<file path="config.mk">
export PLATFORM = sky130hd
export DESIGN_NAME = watch_display
export DESIGN_NICKNAME = d
export VERILOG_FILES = /design/src/rtl/watch_pkg.sv /design/src/rtl/seg7_decode.sv /design/src/rtl/watch_display.sv
export SDC_FILE = /design/constraint.sdc
export NUM_CORES = 1
export LEC_CHECK = 0
export ABC_AREA = 1
export CORE_MARGIN = 2
export CORE_UTILIZATION = 40
export DETAILED_ROUTE_END_ITERATION = 10
export GPL_ROUTABILITY_DRIVEN = 0
export PLACE_DENSITY = 0.71
export SLEW_MARGIN = 20
export SYNTH_ARGS = -nofsm -noshare
export SYNTH_HDL_FRONTEND = slang
export SYNTH_SLANG_ARGS = --single-unit
</file>
<file path="constraint.sdc">
create_clock -name clk -period 9.8 [get_ports clk]
set_clock_uncertainty 0.2 [all_clocks]
set_input_delay 1.96 -clock clk [delete_from_list [all_inputs] [get_ports clk]]
set_output_delay 1.96 -clock clk [all_outputs]
set_load 0.05 [all_outputs]
</file>
<file path="src/rtl/watch_pkg.sv">
// Shared constants for the watch display: digit codes and active-low {g,f,e,d,c,b,a} segment patterns.
package watch_pkg;

  localparam int unsigned SEG_W  = 7;
  localparam int unsigned CODE_W = 4;
  localparam int unsigned DIGITS = 4;

  // Digit code: 0..9 are decimal digits, 10 is a dash, 11 is a blank digit.
  typedef logic [CODE_W-1:0] digit_t;

  localparam digit_t DIG_DASH  = 4'd10;
  localparam digit_t DIG_BLANK = 4'd11;

  localparam logic [SEG_W-1:0] SEG_0     = 7'h40;
  localparam logic [SEG_W-1:0] SEG_1     = 7'h79;
  localparam logic [SEG_W-1:0] SEG_2     = 7'h24;
  localparam logic [SEG_W-1:0] SEG_3     = 7'h30;
  localparam logic [SEG_W-1:0] SEG_4     = 7'h19;
  localparam logic [SEG_W-1:0] SEG_5     = 7'h12;
  localparam logic [SEG_W-1:0] SEG_6     = 7'h02;
  localparam logic [SEG_W-1:0] SEG_7     = 7'h78;
  localparam logic [SEG_W-1:0] SEG_8     = 7'h00;
  localparam logic [SEG_W-1:0] SEG_9     = 7'h10;
  localparam logic [SEG_W-1:0] SEG_DASH  = 7'h3F;
  localparam logic [SEG_W-1:0] SEG_BLANK = 7'h7F;

endpackage

</file>
<file path="src/rtl/seg7_decode.sv">
// Combinational digit-code to active-low 7-segment pattern decoder.
module seg7_decode
  import watch_pkg::*;
(
  input  logic [CODE_W-1:0] code,
  output logic [SEG_W-1:0]  seg_c
);

  always_comb begin
    seg_c = SEG_BLANK;
    case (code)
      4'd0:     seg_c = SEG_0;
      4'd1:     seg_c = SEG_1;
      4'd2:     seg_c = SEG_2;
      4'd3:     seg_c = SEG_3;
      4'd4:     seg_c = SEG_4;
      4'd5:     seg_c = SEG_5;
      4'd6:     seg_c = SEG_6;
      4'd7:     seg_c = SEG_7;
      4'd8:     seg_c = SEG_8;
      4'd9:     seg_c = SEG_9;
      DIG_DASH: seg_c = SEG_DASH;
      default:  seg_c = SEG_BLANK;
    endcase
  end

endmodule

</file>
<file path="src/rtl/watch_display.sv">
// 4-digit multiplexed 7-segment driver for a 12-hour hh:mm time with a blinking colon.
module watch_display
  import watch_pkg::*;
#(
  parameter int unsigned SCAN_DIV     = 1000,
  parameter int unsigned BLINK_FRAMES = 250,
  parameter int unsigned LZ_BLANK     = 1
) (
  input  logic              clk,
  input  logic              rstn,
  input  logic [3:0]        hour,
  input  logic [5:0]        minute,
  output logic [SEG_W-1:0]  seg,
  output logic [DIGITS-1:0] an,
  output logic              dp
);

  localparam int unsigned CW = (SCAN_DIV > 1) ? $clog2(SCAN_DIV) : 1;
  localparam int unsigned BW = (BLINK_FRAMES > 1) ? $clog2(BLINK_FRAMES) : 1;

  logic [CW-1:0] cnt;
  logic [1:0]    dig;
  logic [3:0]    snap_h;
  logic [5:0]    snap_m;
  logic [BW-1:0] blink_cnt;
  logic          phase;
  logic          colon;

  logic          tick;
  logic          frame_start;
  logic [1:0]    dig_next;
  logic [3:0]    src_h;
  logic [5:0]    src_m;
  logic [3:0]    disp_h;
  digit_t        h_tens, h_ones, m_tens, m_ones, sel_code;
  logic [SEG_W-1:0] seg_c;

  assign tick        = (cnt == CW'(SCAN_DIV - 1));
  assign dig_next    = dig + 2'd1;
  assign frame_start = tick && (dig == 2'd3);

  // Digit 0 of a frame comes straight from the live inputs; the rest from the frame snapshot.
  always_comb begin
    src_h  = frame_start ? hour   : snap_h;
    src_m  = frame_start ? minute : snap_m;
    disp_h = (src_h == 4'd0) ? 4'd12 : src_h;
    h_tens = DIG_DASH;
    h_ones = DIG_DASH;
    m_tens = DIG_DASH;
    m_ones = DIG_DASH;
    if (src_h < 4'd12) begin
      if (disp_h >= 4'd10) begin
        h_tens = 4'd1;
        h_ones = disp_h - 4'd10;
      end else begin
        h_tens = (LZ_BLANK != 0) ? DIG_BLANK : 4'd0;
        h_ones = disp_h;
      end
    end
    if (src_m < 6'd60) begin
      m_tens = 4'(src_m / 6'd10);
      m_ones = 4'(src_m % 6'd10);
    end
    case (dig_next)
      2'd0:    sel_code = m_ones;
      2'd1:    sel_code = m_tens;
      2'd2:    sel_code = h_ones;
      default: sel_code = h_tens;
    endcase
  end

  seg7_decode u_dec (
    .code  (sel_code),
    .seg_c (seg_c)
  );

  // Scan/blink state; the colon state is latched per frame alongside the time snapshot.
  always_ff @(posedge clk or negedge rstn) begin
    if (!rstn) begin
      cnt       <= '0;
      dig       <= 2'd3;
      snap_h    <= '0;
      snap_m    <= '0;
      blink_cnt <= '0;
      phase     <= 1'b1;
      colon     <= 1'b1;
      seg       <= SEG_BLANK;
      an        <= 4'hF;
      dp        <= 1'b1;
    end else begin
      cnt <= tick ? '0 : cnt + CW'(1);
      if (tick) begin
        dig <= dig_next;
        an  <= ~(4'b0001 << dig_next);
        seg <= seg_c;
        dp  <= ~(colon && (dig_next == 2'd2));
        if (frame_start) begin
          snap_h <= hour;
          snap_m <= minute;
          colon  <= phase;
          if (blink_cnt == BW'(BLINK_FRAMES - 1)) begin
            blink_cnt <= '0;
            phase     <= ~phase;
          end else begin
            blink_cnt <= blink_cnt + BW'(1);
          end
        end
      end
    end
  end

endmodule
</file>
==> metrics.txt <==
#FFs+latches synth 44; crit path time final ~4.7 ns; layout cells sized above 1 0.190; RSZ-0062 raised after global routing false; Internal roughly 0.24 mW; Seq/Total Area, Yosys 0.403; Final Max Tran Viols 0; CP max stage cell clkdlybuf4s50_1; Ant. Diodes 0; CTS Buffer Depth 2; root buf cell clkbuf_8; die area around 7600 sq um; Mean Syn Cell Area 8.09 sq um; number of antenna violations at the first check in global routing 0; DRT Wirelength around 5.4 mm; Routed Antenna Nets 0; largest net degree at the start of global routing 45; cts-stage hold buffer count 0; Yosys cell types 35; Critical Path Fanout Max 4; clock tree from TritonCTS built; Worst-Margin Slew around 0.56 ns; delay-heaviest family, CP simple AND/OR/NAND/NOR gates; Clock Sinks 44; Clock Latency Late Sink around 0.29 ns; cells after synthesis 344; Setup Viol. Count Final 0; syn_nets 370; CP required 9.83 ns; Gates resized, CTS repair 0; combinational group share of total power 0.030; Switching Share 0.214; register share of total power 0.605; H-tree level count 2; fin nets 398; die height about 87 microns; Layout area overhead 14.9%; post-CTS setup buffer count 0; Max Fclk 213 MHz; All-Layer GR Usage 0.158; Worst Setup Path Type in2reg; DR vias approximately 2200; DR iter-0 viols 84; worst hold-check path type reg2reg; Hold Slack between 0.2 and 0.3 ns; NetSw about 0.064 mW; global-route wire length before repair 9.56 mm; fill count 656; Sequential cell area 1120 sq um; Total Neg Setup Slack 0 ns; die width 87.4 microns; worst vdd ir roughly 0.048 mV; io pins 24; Pwr Density 94.0 nW/um^2; Placed Cells 444; Via-to-Cell Ratio 4.92; status finished, final reports clean; slew margin rel. 0.623; area of the core between 6000 and 7000 sq um; Core Rows 30; Setup crit end kind flop; clk slew on worst S/H paths approximately 0.080 ns; Non-Filler Instances about 450; Buf/Inv on CP 7; multi-input logic area 1480 sq um; PortBufs 23; commonest non-fill, non-tap cell in the layout nand2_1; CP max stage delay 0.48 ns; Max Cap Viol 0; vias in the first global route around 2200; drc violations 0; routed len/inst 12.0 microns; P_leak 1.58 nW; clock network fraction of total power 0.365; Netlist Area Pre-Place 2780 sq um; Worst Path Arrival 4.71 ns; yosys warns 0; TritonRoute pass-1 iters 4; commonest non-fill, non-tap cells in the layout nand2_1, inv_1, nor2_1; number of buffers created by CTS 5; grt ovf 0; startpoint class of the critical path primary input; Period Utilization, post-route 0.478; Final Hold Fails 0; Post-DP HPWL 4.18 mm; Initial Utilization 0.412
## registers in the layout, summed over array words and instances (netlist names)
signal,count
cnt,10
snap_h,4
dig,2
snap_m,6
dp,1
colon,1
seg,7
phase,1
an,4
blink_cnt,8
## layout make-up
class,instances,area share
clock buffer,7,0.0239
clock inverter,1,0.00156
inverter,45,0.0528
multi-input combinational,252,0.463
sequential,44,0.351
tap,80,0.0313
timing repair buffer,24,0.0767
## cell families (layout without fill, tap and decap cells)
kind of cell | after synthesis | count (layout) | synth area share
simple gates | 188 | 188 | 0.358
buf+inv | 48 | 77 | 0.0647
compound gates | 46 | 46 | 0.0985
flops | 44 | 44 | 0.403
fa+ha+maj | 14 | 14 | 0.0630
xor+xnor | 4 | 4 | 0.0126
## path summary, 6_finish.rpt
check / start / endpoint / slack, ns / cells past startpoint
min in group asynchronous: rstn / blink_cnt[5]$_DFFE_PN0P_ / 1.34 / 1
max in group asynchronous: rstn / seg[5]$_DFFE_PN1N_ / 7.51 / 2
worst min-delay path: cnt[0]$_DFF_PN0_ / cnt[0]$_DFF_PN0_ / 0.27 / 1
worst max-delay path: minute[4] / seg[5]$_DFFE_PN1N_ / 5.12 / 29
worst max register to register: dig[1]$_DFFE_PN1N_ / seg[5]$_DFFE_PN1N_ / 5.81 / 29
worst min register to register: cnt[0]$_DFF_PN0_ / cnt[0]$_DFF_PN0_ / 0.27 / 1
## power groups by stage
stage | Clock, mW | Combinational (mW) | Sequential [mW]
3_3_place_gp | 0 | 0.00841 | 0.185
6_report | 0.110 | 0.00911 | 0.182
2_1_floorplan | 0 | 0.000129 | 0.185
4_1_cts | 0.113 | 0.00844 | 0.182
5_1_grt | 0.121 | 0.0102 | 0.182
3_5_place_dp | 0 | 0.00842 | 0.185
## per-layer routing
| metal | routed length (microns) | global-route usage | vias up |
|---|---|---|---|
| li1 | - | - | 1159 |
| met1 | 2540 | 0.191 | 1044 |
| met2 | 2680 | 0.284 | 19 |
| met3 | 101 | 0.0237 | 7 |
| met4 | 91 | 0.0545 | 0 |
| met5 | 0 | 0 | - |
## cell usage after synthesis
| cell | count | share of area |
|---|---|---|
| nand3_1 | 19 | 0.034 |
| nor2_1 | 36 | 0.049 |
| a21oi_1 | 17 | 0.031 |
| a21boi_2 | 1 | 0.0040 |
| nand4_2 | 1 | 0.0045 |
| nand3_4 | 2 | 0.013 |
| nand2_1 | 82 | 0.11 |
| nor3b_1 | 1 | 0.0027 |
| and2_1 | 1 | 0.0022 |
| a21oi_2 | 1 | 0.0031 |
| or2_0 | 1 | 0.0022 |
| inv_2 | 5 | 0.0067 |
| inv_1 | 40 | 0.054 |
| nand2_2 | 13 | 0.029 |
| xor2_1 | 4 | 0.013 |
| a221oi_1 | 1 | 0.0031 |
| a31oi_1 | 2 | 0.0045 |
| nor2_8 | 3 | 0.022 |
| o22ai_1 | 2 | 0.0045 |
| nor2_2 | 2 | 0.0045 |
| nor3_1 | 7 | 0.013 |
| nand3_2 | 6 | 0.022 |
| buf_1 | 1 | 0.0013 |
| o21ai_1 | 3 | 0.0054 |
| o21ai_0 | 10 | 0.018 |
| dfrtp_1 | 28 | 0.25 |
| o31ai_1 | 2 | 0.0054 |
| a211oi_1 | 3 | 0.0081 |
| nand2_4 | 11 | 0.045 |
| dfstp_2 | 16 | 0.15 |
| o21ai_2 | 2 | 0.0063 |
| nor4_1 | 3 | 0.0067 |
| ha_1 | 14 | 0.063 |
| o21a_1 | 2 | 0.0054 |
| clkbuf_1 | 2 | 0.0027 |
## stage by stage
step            util  power, mW  setup WS [ns]  instance area [sq um]
2_1_floorplan      -      0.185           5.54                   2780
3_3_place_gp   0.458      0.193           4.89                   3100
3_5_place_dp   0.458      0.193           4.81                   3100
4_1_cts        0.470      0.304           5.10                   3180
5_1_grt        0.473      0.313           4.73                   3200
6_report       0.473      0.301           5.12                   3200
Power figures use the tool's default switching activity.
